File: src/rtl/wb_arbiter.sv
// wb_arbiter: writeback arbiter that merges ALU results and load returns onto the single
// reg_file write port. ALU results wait in a small in-order queue; loads take priority
// until the queue has lost STARVE_MAX consecutive cycles, at which point the queue head
// is forced out. Flush drops queued ALU results of one task.
//
// Ports:
//   clk, rst                            clock, asynchronous active-high reset
//   alu_valid/alu_ready/alu_ts/rd/val   ALU result handshake and payload
//   mem_valid/mem_ready/mem_ts/rd/val   load return handshake and payload
//   flush, flush_ts                     drop queued ALU results of task flush_ts
//   ws, w_ts, rd_sel, rd_val            registered reg_file write port
//   pending                             number of queued ALU results
module wb_arbiter #(
  parameter int unsigned DEPTH      = 2,
  parameter int unsigned STARVE_MAX = 4,
  localparam int unsigned CntW      = (DEPTH <= 4) ? 3 : $clog2(DEPTH) + 1
) (
  input  logic            clk,
  input  logic            rst,
  input  logic            alu_valid,
  output logic            alu_ready,
  input  logic            alu_ts,
  input  logic [3:0]      alu_rd,
  input  logic [15:0]     alu_val,
  input  logic            mem_valid,
  output logic            mem_ready,
  input  logic            mem_ts,
  input  logic [3:0]      mem_rd,
  input  logic [15:0]     mem_val,
  input  logic            flush,
  input  logic            flush_ts,
  output logic            ws,
  output logic            w_ts,
  output logic [3:0]      rd_sel,
  output logic [15:0]     rd_val,
  output logic [CntW-1:0] pending
);

  localparam int unsigned IdxW = (DEPTH > 1) ? $clog2(DEPTH) : 1;
  localparam int unsigned StW  = $clog2(STARVE_MAX + 1);

  typedef struct packed {
    logic        ts;
    logic [3:0]  rd;
    logic [15:0] val;
  } ent_t;

  // Entry 0 is always the head; the queue is kept compacted so flush can drop
  // arbitrary entries while survivors keep their order.
  ent_t            fifo_q [DEPTH];
  ent_t            fifo_d [DEPTH];
  logic [CntW-1:0] cnt_q, cnt_d;
  logic [StW-1:0]  starve_q, starve_d;
  logic            ws_q, ws_d;
  logic            w_ts_q, w_ts_d;
  logic [3:0]      rd_sel_q, rd_sel_d;
  logic [15:0]     rd_val_q, rd_val_d;

  logic            has_data, forced, alu_acc, mem_acc, pop, bypass, push, head_drop;
  logic [CntW-1:0] k;

  always_comb begin
    has_data  = (cnt_q != '0);
    forced    = has_data && (starve_q == StW'(STARVE_MAX));
    alu_ready = !rst && (cnt_q < CntW'(DEPTH)) && !flush;
    mem_ready = !rst && !forced;
    alu_acc   = alu_valid && alu_ready;
    mem_acc   = mem_valid && mem_ready;
    // forced implies mem_ready=0, so a non-empty queue pops whenever no load is taken.
    pop       = has_data && !mem_acc;
    bypass    = !has_data && !mem_acc && alu_acc;
    push      = alu_acc && !bypass;
    head_drop = pop && flush && (fifo_q[0].ts == flush_ts);

    ws_d     = 1'b0;
    w_ts_d   = w_ts_q;
    rd_sel_d = rd_sel_q;
    rd_val_d = rd_val_q;
    if (mem_acc) begin
      ws_d     = 1'b1;
      w_ts_d   = mem_ts;
      rd_sel_d = mem_rd;
      rd_val_d = mem_val;
    end else if (pop) begin
      if (!head_drop) begin
        ws_d     = 1'b1;
        w_ts_d   = fifo_q[0].ts;
        rd_sel_d = fifo_q[0].rd;
        rd_val_d = fifo_q[0].val;
      end
    end else if (bypass) begin
      ws_d     = 1'b1;
      w_ts_d   = alu_ts;
      rd_sel_d = alu_rd;
      rd_val_d = alu_val;
    end

    // Rebuild the queue: drop the popped head and flushed entries, then append.
    fifo_d = fifo_q;
    k      = '0;
    for (int i = 0; i < int'(DEPTH); i++) begin
      if ((CntW'(i) < cnt_q) && !(pop && (i == 0)) &&
          !(flush && (fifo_q[i].ts == flush_ts))) begin
        fifo_d[k[IdxW-1:0]] = fifo_q[i];
        k = k + CntW'(1);
      end
    end
    if (push) begin
      fifo_d[k[IdxW-1:0]] = '{ts: alu_ts, rd: alu_rd, val: alu_val};
      k = k + CntW'(1);
    end
    cnt_d = k;

    if (pop || !has_data) begin
      starve_d = '0;
    end else if (mem_acc && (starve_q != StW'(STARVE_MAX))) begin
      starve_d = starve_q + StW'(1);
    end else begin
      starve_d = starve_q;
    end
  end

  always_ff @(posedge clk or posedge rst) begin
    if (rst) begin
      cnt_q    <= '0;
      starve_q <= '0;
      ws_q     <= 1'b0;
      w_ts_q   <= 1'b0;
      rd_sel_q <= '0;
      rd_val_q <= '0;
    end else begin
      cnt_q    <= cnt_d;
      starve_q <= starve_d;
      ws_q     <= ws_d;
      w_ts_q   <= w_ts_d;
      rd_sel_q <= rd_sel_d;
      rd_val_q <= rd_val_d;
    end
  end

  // Payload storage needs no reset; cnt_q alone says which entries are live.
  always_ff @(posedge clk) begin
    fifo_q <= fifo_d;
  end

  assign ws      = ws_q;
  assign w_ts    = w_ts_q;
  assign rd_sel  = rd_sel_q;
  assign rd_val  = rd_val_q;
  assign pending = cnt_q;

endmodule
File: config.mk
export PLATFORM = sky130hd
export DESIGN_NAME = wb_arbiter
export DESIGN_NICKNAME = d
export VERILOG_FILES = /design/src/rtl/wb_arbiter.sv
export SDC_FILE = /design/constraint.sdc
export NUM_CORES = 1
export LEC_CHECK = 0
export BUFFER_PORTS_ARGS = -buffer_cell sky130_fd_sc_hd__clkbuf_2
export CAP_MARGIN = 0
export CORE_MARGIN = 2
export CORE_UTILIZATION = 50
export CTS_BUF_LIST = sky130_fd_sc_hd__clkbuf_8
export CTS_CLUSTER_SIZE = 30
export DETAILED_ROUTE_END_ITERATION = 8
export PLACE_DENSITY = 0.73
export RECOVER_POWER = 25
export SLEW_MARGIN = 0
export SYNTH_ARGS = -nofsm -noshare
export SYNTH_HDL_FRONTEND = slang
export SYNTH_SLANG_ARGS = --single-unit
File: constraint.sdc
create_clock -name clk -period 4.39 [get_ports clk]
set_input_delay 0.6585 -clock clk [delete_from_list [all_inputs] [get_ports clk]]
set_output_delay 0.6585 -clock clk [all_outputs]
set_load 0.01 [all_outputs]
==> qor.yml <==
placement:
  dp_slack_ns: 1.538
  placed_area_mm2: 0.003709
  gp_congestion: 0.8798
  port_buffers: 74
  dp_hpwl_mm: 5.178
run:
  cap_violations: 0
sta:
  tightest_slew_ns: 1.065
  finalCritPeriodShare_pct: 66.02
  relSlewSlack_pct: 28.94
  setup_viol: 0
  rsz0062_at_grt: "no"
  fmax_mhz: 345.1
  setup_slack_ns: 1.492
  maxSlewViolCount: 0
  period_minus_slack_ns: 2.898
  tns_ns: 0
  skew_ns: 0.01000
  timing.final.hold_violations: 0
logic_synthesis:
  synthMuxAreaShare_pct: 0.3010
  synth-compound-area-share_pct: 14.52
  synth_top_area_cell: "dfrtp_1"
  synthSimpleGateAreaFrac_pct: 23.21
  synth.area.top_cells: "dfrtp_1, edfxtp_1, dfxtp_1"
  ys_warn_count: 0
  yosysUniqueCellTypes: 32
  syn_nets: 426
  synth.avg_cell_area_um2: 8.892
  syn_area_mm2: 0.003326
  yosysSeqAreaShare_pct: 52.67
  ys_seq_elements: 70
  synthAdderAreaFrac_pct: 1.505
  synth-xor-area-share_pct: 0.7901
  syn_inst: 374
  synth_top_family_by_area: "simple AND/OR/NAND/NOR gates"
  synthDominantCellAreaShare_pct: 21.07
power_and_ir_drop:
  power_mw: 1.613
  power.leakage_nw: 1.748
  powerDensity_mw_per_mm2: 412.6
  vdd_ir_drop_max_v: 0.0002522
clock_tree:
  cts_resized: 0
  cts_tree: "done"
  clkSinkCount: 70
  numCtsBuffers: 9
  cts_buffer_depth: 2
  cts-root-buf: "clkbuf_8"
  path_clk_slew_ns: 0.08
  clk_latency_ns: 0.34
  ctsHoldBuffers: 0
  cts_setup_buffers: 0
  htreeDepth: 3
floorplanning:
  fp.coreArea_mm2: 0.006386
  io_pins: 75
  die_w_um: 85.56
  dieArea_mm2: 0.007320
  die_h_um: 85.56
  rows: 29
  start_util_pct: 52.08
worst_setup_path:
  cp_slowest_cell: "or3_1"
  r2r-start: "pending[2]"
  cp-start-kind: "register"
  cp.depth: 6
  crit_path_cell_trace: "or3_1, o211ai_2, nand2b_1, buf_4, nor2_1, a31oi_2"
  worstPathMaxFanout: 27
  cp-end-kind: "register"
  critPathBufInv: 1
  cpPeakStageDelay_ns: 0.78
  reg2reg_depth: 6
  r2r_setup_slack_ns: 1.49
  critical_path_class: "register to register"
  arrival_ns: 3.17
  r2r_end: "fifo_q[25]"
  cp_top_family: "simple AND/OR/NAND/NOR gates"
  required_ns: 4.66
global_route:
  grt_pass1_wl_mm: 11.90
  antenna_found_initial: 0
  grt_max_degree: 44
  first_global_vias: 2397
  overflow: 0
  grt_usage_pct: 21.14
run_status:
  outcome: "complete, no violations"
layout:
  fillers: 565
  seqCellArea_mm2: 0.001752
  multi_input_area_mm2: 0.001348
  final_area_mm2: 0.003910
  nNetsFinal: 492
  final_core_util_pct: 61.23
  area_growth_pct: 17.57
  layout-drive-gt1-share_pct: 20.67
  num_antenna_cells: 0
detailed_routing:
  antenna_left: 0
  first_pass_iters: 4
  routedWlPerCell_um: 14.01
  wirelength_mm: 7.315
  route.vias.total: 2745
  drtIter0Drc: 184
  drc_errors: 0
  via_per_inst: 5.259
worst_hold_path:
  holdPathEnd: "fifo_q[39]"
  hold_start: "fifo_q[39]"
  hold_class: "register to register"
  hold-path-cell-count: 2
[how the worst max path moves through the flow]
stage / start / endpoint / slack, ns
after floorplan: flush_ts / fifo_q[0] / 1.55
after global placement: pending[2] / fifo_q[25] / 1.65
after detailed placement: pending[2] / fifo_q[25] / 1.54
after CTS: pending[2] / fifo_q[25] / 1.52
after global routing: pending[2] / fifo_q[40] / 1.28
final: pending[2] / fifo_q[25] / 1.49
[tightest hold or removal path: stages (launching register included)]
cell     delay, ns
dfxtp_1       0.32
nand2_1       0.05
a31oi_1       0.06
[metrics by stage]
step / hold WS [ns] / cells
after floorplan: 0.4298 / 374
after global placement: 0.4466 / 506
after detailed placement: 0.4572 / 506
after CTS: 0.4686 / 522
after global routing: 0.4880 / 522
final: 0.4681 / 522
[cells in the final DEF, fill, tap and decap left out, types with 9 or more instances in the layout]
| master | n |
|---|---|
| a31oi_1 | 20 |
| and2_1 | 25 |
| clkbuf_1 | 9 |
| clkbuf_2 | 65 |
| clkbuf_8 | 9 |
| dfrtp_1 | 28 |
| dfxtp_1 | 21 |
| edfxtp_1 | 21 |
| inv_1 | 28 |
| nand2_1 | 89 |
| nand3_1 | 22 |
| nor2_1 | 26 |
| o211ai_1 | 21 |
| o21ai_0 | 22 |
[sequential cells by signal, summed over array words and instances (netlist names)]
signal / cells
rd_val: 16
fifo_q: 42
pending: 3
ws: 1
rd_sel: 4
starve_q: 3
w_ts: 1
[kinds of logic (layout without fill, tap and decap cells)]
family | after synthesis | in the layout
flip-flops | 70 | 70
multiplexers | 1 | 1
adder cells (fa/ha/maj) | 4 | 4
AO/OA/AOI/OAI | 73 | 73
buffers and inverters | 52 | 123
XOR/XNOR | 3 | 3
AND/OR/NAND/NOR | 171 | 171
[metal layers]
metal / vias to the layer above / track usage, % / share of wire [%]
met5: - / 0 / 0
met4: 0 / 8.369 / 1.2
met3: 6 / 3.850 / 6.8
met2: 80 / 30.97 / 45
met1: 1263 / 31.25 / 48
li1: 1396 / - / -
[final cells by class]
| type | instances | area share, % |
|---|---|---|
| clock buffers | 9 | 3.168 |
| clock inverters | 7 | 2.272 |
| inverters | 28 | 2.688 |
| well taps | 77 | 2.464 |
| multi-input cells | 252 | 34.46 |
| flip-flops and latches | 70 | 44.80 |
| repair buffers | 79 | 10.14 |
[synthesized netlist by cell type (all sizes together)]
cell type and count:
a2111o 1, a21oi 3, a31oi 21, a32oi 1, and2 25, and3 1
buf 13, clkbuf 11, dfrtp 28, dfxtp 21, edfxtp 21, ha 4
inv 28, mux2i 1, nand2 89, nand2b 2, nand3 22, nor2 27
nor2b 1, nor3 1, nor4 1, o211ai 22, o21ai 23, o311ai 2
or3 1, or4 1, xnor2 3
[where the power goes]
part           switching [mW]  leakage [nW]  internal (mW)
combinational           0.141         0.968          0.104
sequential             0.0479         0.678          0.761
clock                   0.243         0.103          0.316
total                   0.432          1.75           1.18
(Power assumes the default switching activity.)
